[src/rtl/rifl_phase_pkg.sv]
// Shared types and helpers for the fast-domain phase controller.
// Latency: n/a (types and constant functions only).
// Backpressure: n/a.
package rifl_phase_pkg;

  // Controller states: hunting for a slow edge, confirming phase, holding lock.
  typedef enum logic [1:0] {
    SEARCH = 2'd0,
    VERIFY = 2'd1,
    LOCKED = 2'd2
  } phase_state_t;

  // Longest gap, in fast cycles, tolerated between slow edges before lock is dropped.
  function automatic int wd_limit(input int ratio);
    return ratio + 2;
  endfunction

endpackage

[src/rtl/ratio_phase_ctrl_if.sv]
// Bundle between the phase controller and the buffers and status logic it serves.
// Latency: n/a (wires only).
// Backpressure: none; every signal is a level or a single-cycle pulse.
interface ratio_phase_ctrl_if #(
  parameter int RATIO = 2
);
  localparam int CW = $clog2(RATIO);

  logic          slow_toggle;
  logic [CW-1:0] clk_cnt;
  logic          sample_edge;
  logic          locked;
  logic          buf_rst;
  logic          unlock_pulse;
  logic [7:0]    miss_cnt;

  // Controller side: consumes the slow toggle, produces phase and status.
  modport master (
    input  slow_toggle,
    output clk_cnt, sample_edge, locked, buf_rst, unlock_pulse, miss_cnt
  );

  // Buffer and status side: supplies the slow toggle, consumes phase and status.
  modport slave (
    output slow_toggle,
    input  clk_cnt, sample_edge, locked, buf_rst, unlock_pulse, miss_cnt
  );
endinterface

[src/rtl/ratio_phase_ctrl_toggle_sync.sv]
// Synchronises the slow-domain toggle into clk and flags each change of level.
// Latency: a level change shows up on tog_edge SYNC_STAGES clk edges later (+/-1 for metastability).
// Backpressure: none; free-running.
module toggle_sync #(
  parameter int SYNC_STAGES = 2
) (
  input  logic clk,
  input  logic rst,
  input  logic slow_toggle,
  output logic tog_edge
);

  logic [SYNC_STAGES-1:0] sync_q;
  logic                   hist_q;

  // Shift the asynchronous toggle through the chain and remember the last settled level.
  always_ff @(posedge clk) begin
    if (rst) begin
      sync_q <= '0;
      hist_q <= 1'b0;
    end else begin
      sync_q <= {sync_q[SYNC_STAGES-2:0], slow_toggle};
      hist_q <= sync_q[SYNC_STAGES-1];
    end
  end

  assign tog_edge = sync_q[SYNC_STAGES-1] ^ hist_q;

endmodule

[src/rtl/ratio_phase_ctrl.sv]
// Locks the fast-domain clk_cnt phase index to the slow clock and gates buffer reset on lock.
// Latency: slow edge acts SYNC_STAGES+1 clk edges after the toggle; all outputs but sample_edge registered.
// Backpressure: none; free-running controller with no flow control.
module ratio_phase_ctrl
  import rifl_phase_pkg::*;
#(
  parameter int RATIO         = 2,
  parameter int SYNC_STAGES   = 2,
  parameter int ALIGN_CNT     = 0,
  parameter int LOCK_EDGES    = 4,
  parameter int UNLOCK_MISSES = 2
) (
  input  logic               clk,
  input  logic               rst,
  ratio_phase_ctrl_if.master bus
);

  localparam int CW       = $clog2(RATIO);
  localparam int GW       = $clog2(LOCK_EDGES + 1);
  localparam int MW       = $clog2(UNLOCK_MISSES + 1);
  localparam int WD_LIMIT = wd_limit(RATIO);
  localparam int WW       = $clog2(WD_LIMIT + 1);

  localparam logic [CW-1:0] CNT_MAX   = CW'(RATIO - 1);
  localparam logic [CW-1:0] ALIGN_VAL = CW'(ALIGN_CNT);
  // Loading ALIGN_CNT+1 makes the next on-grid edge, RATIO cycles away, land on ALIGN_CNT.
  localparam logic [CW-1:0] REALIGN   = CW'((ALIGN_CNT + 1) % RATIO);
  localparam logic [WW-1:0] WD_FIRE   = WW'(WD_LIMIT - 1);
  localparam logic [WW-1:0] WD_SAT    = WW'(WD_LIMIT);

  phase_state_t  state_q;
  logic [CW-1:0] clk_cnt_q;
  logic [GW-1:0] good_q;
  logic [MW-1:0] miss_run_q;
  logic [WW-1:0] wd_q;
  logic [7:0]    miss_cnt_q;
  logic          locked_q;
  logic          buf_rst_q;
  logic          unlock_pulse_q;

  logic          tog_edge;
  logic          phase_ok;
  logic          wd_fire;
  logic [CW-1:0] cnt_next;

  toggle_sync #(
    .SYNC_STAGES (SYNC_STAGES)
  ) u_toggle_sync (
    .clk         (clk),
    .rst         (rst),
    .slow_toggle (bus.slow_toggle),
    .tog_edge    (tog_edge)
  );

  assign phase_ok = (clk_cnt_q == ALIGN_VAL);
  // An edge arriving in the same cycle always beats the watchdog.
  assign wd_fire  = !tog_edge && (wd_q == WD_FIRE);
  assign cnt_next = (clk_cnt_q == CNT_MAX) ? '0 : clk_cnt_q + CW'(1);

  // Phase counter, watchdog and lock FSM; every status output is registered here.
  always_ff @(posedge clk) begin
    if (rst) begin
      state_q        <= SEARCH;
      clk_cnt_q      <= '0;
      good_q         <= '0;
      miss_run_q     <= '0;
      wd_q           <= '0;
      miss_cnt_q     <= '0;
      locked_q       <= 1'b0;
      buf_rst_q      <= 1'b1;
      unlock_pulse_q <= 1'b0;
    end else begin
      unlock_pulse_q <= 1'b0;
      clk_cnt_q      <= cnt_next;

      // Watchdog counts cycles since the last slow edge; saturates so SEARCH can idle forever.
      if (tog_edge) begin
        wd_q <= '0;
      end else if (wd_q != WD_SAT) begin
        wd_q <= wd_q + WW'(1);
      end

      case (state_q)
        SEARCH: begin
          if (tog_edge) begin
            clk_cnt_q <= REALIGN;
            good_q    <= '0;
            state_q   <= VERIFY;
          end
        end

        VERIFY: begin
          if (tog_edge) begin
            if (phase_ok) begin
              if (good_q + GW'(1) == GW'(LOCK_EDGES)) begin
                state_q    <= LOCKED;
                miss_run_q <= '0;
                locked_q   <= 1'b1;
                buf_rst_q  <= 1'b0;
              end else begin
                good_q <= good_q + GW'(1);
              end
            end else begin
              clk_cnt_q <= REALIGN;
              good_q    <= '0;
            end
          end else if (wd_fire) begin
            state_q    <= SEARCH;
            wd_q       <= '0;
            good_q     <= '0;
            miss_run_q <= '0;
          end
        end

        LOCKED: begin
          if (tog_edge) begin
            if (phase_ok) begin
              miss_run_q <= '0;
            end else begin
              // Misses are counted but never realign: a locked channel keeps its phase.
              if (miss_cnt_q != 8'hFF) begin
                miss_cnt_q <= miss_cnt_q + 8'd1;
              end
              if (miss_run_q + MW'(1) == MW'(UNLOCK_MISSES)) begin
                state_q        <= SEARCH;
                unlock_pulse_q <= 1'b1;
                locked_q       <= 1'b0;
                buf_rst_q      <= 1'b1;
                good_q         <= '0;
                miss_run_q     <= '0;
              end else begin
                miss_run_q <= miss_run_q + MW'(1);
              end
            end
          end else if (wd_fire) begin
            state_q        <= SEARCH;
            unlock_pulse_q <= 1'b1;
            locked_q       <= 1'b0;
            buf_rst_q      <= 1'b1;
            wd_q           <= '0;
            good_q         <= '0;
            miss_run_q     <= '0;
          end
        end

        default: begin
          state_q    <= SEARCH;
          locked_q   <= 1'b0;
          buf_rst_q  <= 1'b1;
          good_q     <= '0;
          miss_run_q <= '0;
        end
      endcase
    end
  end

  assign bus.clk_cnt      = clk_cnt_q;
  assign bus.sample_edge  = (clk_cnt_q == CNT_MAX);
  assign bus.locked       = locked_q;
  assign bus.buf_rst      = buf_rst_q;
  assign bus.unlock_pulse = unlock_pulse_q;
  assign bus.miss_cnt     = miss_cnt_q;

endmodule

[src/flat_wrapper.sv]
// flat-port wrapper written by rule: the top's interface ports become plain ports
module ratio_phase_ctrl_flat import rifl_phase_pkg::*;
#(
  parameter int RATIO         = 2,
  parameter int SYNC_STAGES   = 2,
  parameter int ALIGN_CNT     = 0,
  parameter int LOCK_EDGES    = 4,
  parameter int UNLOCK_MISSES = 2
)
  (clk, rst, bus_slow_toggle, bus_clk_cnt, bus_sample_edge, bus_locked, bus_buf_rst, bus_unlock_pulse, bus_miss_cnt);
  ratio_phase_ctrl_if #(.RATIO(RATIO)) bus_i ();
  input  logic clk;
  input  logic rst;
  input wire logic [$bits(bus_i.slow_toggle)-1:0] bus_slow_toggle;
  output wire logic [$bits(bus_i.clk_cnt)-1:0] bus_clk_cnt;
  output wire logic [$bits(bus_i.sample_edge)-1:0] bus_sample_edge;
  output wire logic [$bits(bus_i.locked)-1:0] bus_locked;
  output wire logic [$bits(bus_i.buf_rst)-1:0] bus_buf_rst;
  output wire logic [$bits(bus_i.unlock_pulse)-1:0] bus_unlock_pulse;
  output wire logic [$bits(bus_i.miss_cnt)-1:0] bus_miss_cnt;
  assign bus_i.slow_toggle = bus_slow_toggle;
  assign bus_clk_cnt = bus_i.clk_cnt;
  assign bus_sample_edge = bus_i.sample_edge;
  assign bus_locked = bus_i.locked;
  assign bus_buf_rst = bus_i.buf_rst;
  assign bus_unlock_pulse = bus_i.unlock_pulse;
  assign bus_miss_cnt = bus_i.miss_cnt;
  ratio_phase_ctrl #(.RATIO(RATIO), .SYNC_STAGES(SYNC_STAGES), .ALIGN_CNT(ALIGN_CNT), .LOCK_EDGES(LOCK_EDGES), .UNLOCK_MISSES(UNLOCK_MISSES)) u_core (.clk(clk), .rst(rst), .bus(bus_i));
endmodule
[config.mk]
export PLATFORM = sky130hd
export DESIGN_NAME = ratio_phase_ctrl_flat
export DESIGN_NICKNAME = d
export VERILOG_FILES = /design/src/rtl/rifl_phase_pkg.sv /design/src/rtl/ratio_phase_ctrl_if.sv /design/src/rtl/ratio_phase_ctrl_toggle_sync.sv /design/src/rtl/ratio_phase_ctrl.sv /design/src/flat_wrapper.sv
export SDC_FILE = /design/constraint.sdc
export NUM_CORES = 1
export LEC_CHECK = 0
export CAP_MARGIN = 20
export CORE_ASPECT_RATIO = 0.9
export CORE_MARGIN = 1.5
export CORE_UTILIZATION = 59
export CTS_CLUSTER_SIZE = 16
export DETAILED_ROUTE_END_ITERATION = 8
export GPL_TIMING_DRIVEN = 0
export PLACE_DENSITY_LB_ADDON = 0.1
export REMOVE_ABC_BUFFERS = 1
export SLEW_MARGIN = 20
export SYNTH_ARGS = -nofsm -noshare
export SYNTH_HDL_FRONTEND = slang
export SYNTH_SLANG_ARGS = --single-unit
[constraint.sdc]
create_clock -name clk -period 3.1 [get_ports clk]
set_input_delay 0.775 -clock clk [delete_from_list [all_inputs] [get_ports clk]]
set_output_delay 0.775 -clock clk [all_outputs]
set_load 0.01 [all_outputs]
Word-level counts from Yosys, hierarchy flattened
Cells that the tools add are included.

word-level totals
  flip-flop bits (word level) = 25
  output and inout port bits = 13
  input bits = 3

operators by class
  multiplexer cells = 56
  reductions and logical operators = 10
  equal/unequal tests = 17
  add/subtract/negate cells = 5
  bitwise operators = 3

operators with widths
  kind                                                  number
  two-way mux 3 bit                                     13
  two-way mux 2 bit                                     15
  two-way mux 1 bit                                     22
  != test 3 bit (second input constant)                 4
  case mux 2 bit (3 select lines)                       2
  case mux 3 bit (3 select lines)                       1
  adder 8 x 1 -> 8 bit (second input constant)          1
  != test 8 bit (second input constant)                 1
  AND reduction 4 bit                                   2
  AND reduction 7 bit                                   1
  adder 3 x 1 -> 3 bit (second input constant)          2
  != test 2 x 1 -> 1 bit (second input constant)        3
  case mux 1 bit (3 select lines)                       2
  AND reduction 5 bit                                   1
  equality test 2 bit (second input constant)           2
  != test 4 x 3 -> 1 bit (second input constant)        1
  OR reduction 2 bit                                    2
  equality test 3 x 2 -> 1 bit (second input constant)  1
  equality test 3 bit (second input constant)           1
  != test 3 x 1 -> 1 bit (second input constant)        1
  != test 3 x 2 -> 1 bit (second input constant)        1
  AND reduction 3 bit                                   1
  adder 2 x 1 -> 2 bit (second input constant)          1
  equality test 2 x 1 -> 1 bit (second input constant)  1
  other kinds (8)                                       9

Longest topological paths before layout
  depth in word-level cells = 6
  depth in mapped cells = 7

By module
Synthesis repeated with hierarchy kept, for this count alone.

unflattened totals
  cell total of the unflattened synthesis = 156
  area total of the unflattened synthesis = 1363.8 µm²

by module, submodules not included
  module            area an instance (µm²)  cells an instance  times used  seq. area each (µm²)
  ratio_phase_ctrl  1276.2                  149                1           440.4
  toggle_sync       87.6                    7                  1           60.1

Worst setup path after synthesis
No wires, ideal clock.

  path type = register to register
  from = reg u_core.state_q[1]
  to = reg u_core.good_q[2]
  setup time = 120 ps
  arrival time = 1678 ps
  stages on the path, launching flop included = 8
  path slack = 1302 ps
  path buffers = 1
  cells stage by stage = dfxtp_1 > inv_1 > ha_1 > clkbuf_1 > nor2_1 > nor4b_2 > o41a_1 > a211o_1

on the way
  longest elaborated chain between the ends = 3

ends and longest elaborated chain
  what                                                             line                     text
  from (decl)                                                      ratio_phase_ctrl.sv:31   phase_state_t state_q;
  from (signal assigned)                                           ratio_phase_ctrl.sv:63   state_q <= SEARCH;
  from (signal assigned)                                           ratio_phase_ctrl.sv:88   state_q <= VERIFY;
  from (signal assigned)                                           ratio_phase_ctrl.sv:96   state_q <= LOCKED;
  equality test 2 x 1 -> 1 bit (tied with other cells)             ratio_phase_ctrl.sv:83   case (state_q)
  != test 4 x 3 -> 1 bit (no source line) (tied with other cells)  --
  AND reduction 4 bit (no source line)                             --
  to (signal assigned)                                             ratio_phase_ctrl.sv:101  good_q <= good_q + GW'(1);
  to (decl)                                                        ratio_phase_ctrl.sv:33   logic [GW-1:0] good_q;

Several ways; a longest one is shown, not always the timed one.
A chain may end at the register's enable or synchronous reset.

==> impl_metrics.csv <==
group,metric,value,unit
worst_setup_path,critPathCapture,"u_core.good_q[2]",
logic_synthesis,synth_area_per_cell,8.87,um^2
clock_tree,clk_root_buffer_cell,"clkbuf_4",
sta,worst_slack,0.717,ns
sta,finalSetupViolCount,0,
sta,fin_skew,0.00586,ns
worst_setup_path,r2r-start,"u_core.u_toggle_sync.sync_q[1]",
worst_setup_path,slowest_delay,1.00,ns
run_status,status,"finished clean",
clock_tree,cts_tree,"built",
clock_tree,post-cts-setup-buffer-count,0,
logic_synthesis,synthesis.area,0.00137,mm^2
drt,wl_per_cell,14.3,um
logic_synthesis,ys_warn_count,0,
logic_synthesis,synth_cell_type_count,45,
logic_synthesis,synth_top_area_cell,"dfxtp_1",
sta,min_period_over_period,0.769,
cells_and_area,final.fill_count,174,
floorplanning,start_util,0.626,
cells_and_area,stdcell_count,193,
sta,worstMarginPinSlew,0.890,ns
cells_and_area,diodes,0,
sta,timing.fmax,420,MHz
sta,relSlewSlack,0.405,
drt,wl,2.77,mm
global_route,grt_pass1_vias,1114,
worst_setup_path,start_kind,"primary input",
sta,setup_tns,0,ns
worst_setup_path,cp_data_arrival_time,2.62,ns
logic_synthesis,synth-edff-count,0,
logic_synthesis,synth_ff_type,"dfxtp_1",
worst_setup_path,startpoint,"rst",
flow_run,max-cap-violations,0,
logic_synthesis,netlist_top_cells_area,"dfxtp_1 (37%), ha_1 (9.2%), a21oi_1 (3.7%)",
clock_tree,clk_latency,0.33,ns
placed_design,place_area,0.00151,mm^2
power,p_per_area,391,mW/mm^2
worst_setup_path,critPathKind,"primary input to flip-flop",
global_route,grt_pass1_wl,4.82,mm
drt,drc_errors,0,
placed_design,dp_cells,189,
cells_and_area,register_area,500,um^2
floorplanning,core_area,0.00218,mm^2
worst_setup_path,path_max_fanout,23,
global_route,gr-total-overflow,0,
clock_tree,cts_buffer_depth,2,
cells_and_area,drive_gt1_frac,0.0422,
floorplanning,rows,16,
drt,first_pass_iters,4,
clock_tree,clkSinkCount,25,
worst_setup_path,endpoint_kind,"flip-flop",
placed_design,place.gp.congestion,0.951,
logic_synthesis,yosysSeqAreaShare,0.366,
power,p_leak,0.589,nW
clock_tree,cts_buffers,3,
floorplanning,die_h,48.7,um
clock_tree,cts_htree_levels,1,
placed_design,post-dp-hpwl,1.97,mm
drt,ant_nets,0,
placed_design,pre_cts_slack,0.369,ns
logic_synthesis,ys_async_sr_fraction,0,
cells_and_area,syn_to_final_growth,12.5,%
sta,hold_violations,0,
worst_setup_path,crit_buf_inv,2,
worst_setup_path,cp_data_required_time,3.34,ns
sta,post-route-min-period,2.38,ns
worst_setup_path,timing.critical_path.max_delay_family,"buffers and inverters",
drt,via_per_inst,6.18,
sta,rsz0062_at_grt,"no",
floorplanning,fp.dieW,53.7,um
floorplanning,die_area,0.00261,mm^2
clock_tree,cts_hold_buf,0,
min_path,hold_class,"flip-flop to flip-flop",
placed_design,portBuffers,15,
logic_synthesis,netlist_instances,154,
logic_synthesis,synth_top_cell_area_share,0.366,
clock_tree,cts_resized,0,
logic_synthesis,ys_ff_latch,25,
cells_and_area,multi_input_area,790,um^2
cells_and_area,layout.nets,180,
cells_and_area,fin_util,0.705,
cells_and_area,final_cell_area,0.00154,mm^2
sta,maxSlewViolCount,0,
global_route,grt_max_degree,24,
clock_tree,cts.clk_slew.worst_paths,0.15,ns
worst_setup_path,crit_path_cell_trace,"clkdlybuf4s50_1 > inv_1 > o41a_1 > a211o_1",
min_path,min-delay-start,"u_core.miss_run_q[1]",
worst_setup_path,reg2regPathDepth,4,
logic_synthesis,yosys-top-cells-count,"dfxtp_1 (25), nor2_1 (12), a21oi_1 (10), ha_1 (10), inv_1 (9)",
drt,drt_iter0_drc,34,
global_route,antenna_found_initial,0,
worst_setup_path,crit_cells,4,
drt,vias,1193,
worst_setup_path,rr_endpoint,"u_core.bus.miss_cnt[3]",
floorplanning,io_pins,16,
worst_setup_path,r2r_slack,0.81,ns
logic_synthesis,yosysMostFrequentCell,"dfxtp_1",
power,peakVddDrop,0.431,mV
global_route,grt_use_total,0.247,
worst_setup_path,slowest_stage,"clkdlybuf4s50_1",
-- worst min-delay path, delay by kind of cell, from the launching register on --
kind / cells / cell delay [ns]
compound gates: 1 / 0.04
flops: 1 / 0.34
simple gates: 1 / 0.06
-- metrics by stage --
step / hold WS [ns] / total power, mW
after global placement: 0.419 / 0.447
after global routing: 0.473 / 0.633
after floorplan: 0.407 / 0.418
after detailed placement: 0.431 / 0.450
after CTS: 0.450 / 0.603
final: 0.459 / 0.602
-- power breakdown --
group / switching (mW) / internal [mW]
sequential: 0.0109 / 0.333
combinational: 0.0584 / 0.0438
clock: 0.106 / 0.0495
total: 0.175 / 0.427
-- layer usage --
metal	share of wire	global-route usage
met1	0.46	0.321
met3	0.064	0.0741
met4	0.012	0.0855
met2	0.47	0.384
met5	0	0
-- state kept, by name, summed over array words and instances (netlist names) --
| signal | cells |
|---|---|
| u_core.bus.buf_rst | 1 |
| u_core.bus.clk_cnt | 1 |
| u_core.bus.locked | 1 |
| u_core.bus.miss_cnt | 8 |
| u_core.bus.unlock_pulse | 1 |
| u_core.good_q | 3 |
| u_core.miss_run_q | 2 |
| u_core.state_q | 2 |
| u_core.u_toggle_sync.hist_q | 1 |
| u_core.u_toggle_sync.sync_q | 2 |
| u_core.wd_q | 3 |
-- worst min-delay path by stage --
stage                                           to  depth (start not counted)
detailed placement            u_core.miss_run_q[1]                          2
CTS                           u_core.miss_run_q[1]                          2
global placement              u_core.miss_run_q[1]                          2
global route        u_core.u_toggle_sync.sync_q[1]                          1
finish                        u_core.miss_run_q[1]                          2
floorplan                     u_core.miss_run_q[1]                          2
-- cell families after synthesis --
group | synth area share
muxes | 0.0330
buffers and inverters | 0.0559
and+or+nand+nor | 0.269
AOI/OAI and AO/OA | 0.158
xor gates and xnor gates | 0.0256
DFF | 0.366
adders and majority gates | 0.0916
-- final cells by class --
cell class                      count  area share
Multi-Input combinational cell    113       0.513
Sequential cell                    25       0.325
Timing Repair Buffer               15      0.0976
Inverter                            9      0.0220
Tap cell                           27      0.0220
Clock buffer                        3      0.0146
Clock inverter                      1     0.00488
-- placed cells by master, fill, tap and decap left out, types with 5 or more instances in the layout --
cell             synthesis  routed
a21oi_1                 10      10
clkdlybuf4s50_1          0      15
dfxtp_1                 25      25
ha_1                    10      10
inv_1                    9       9
nand2_1                  8       8
nand3_1                  5       5
nor2_1                  12      12
nor2b_1                  6       6
nor4_1                   6       6
o21ai_0                  5       5
Power figures use the tool's default switching activity.
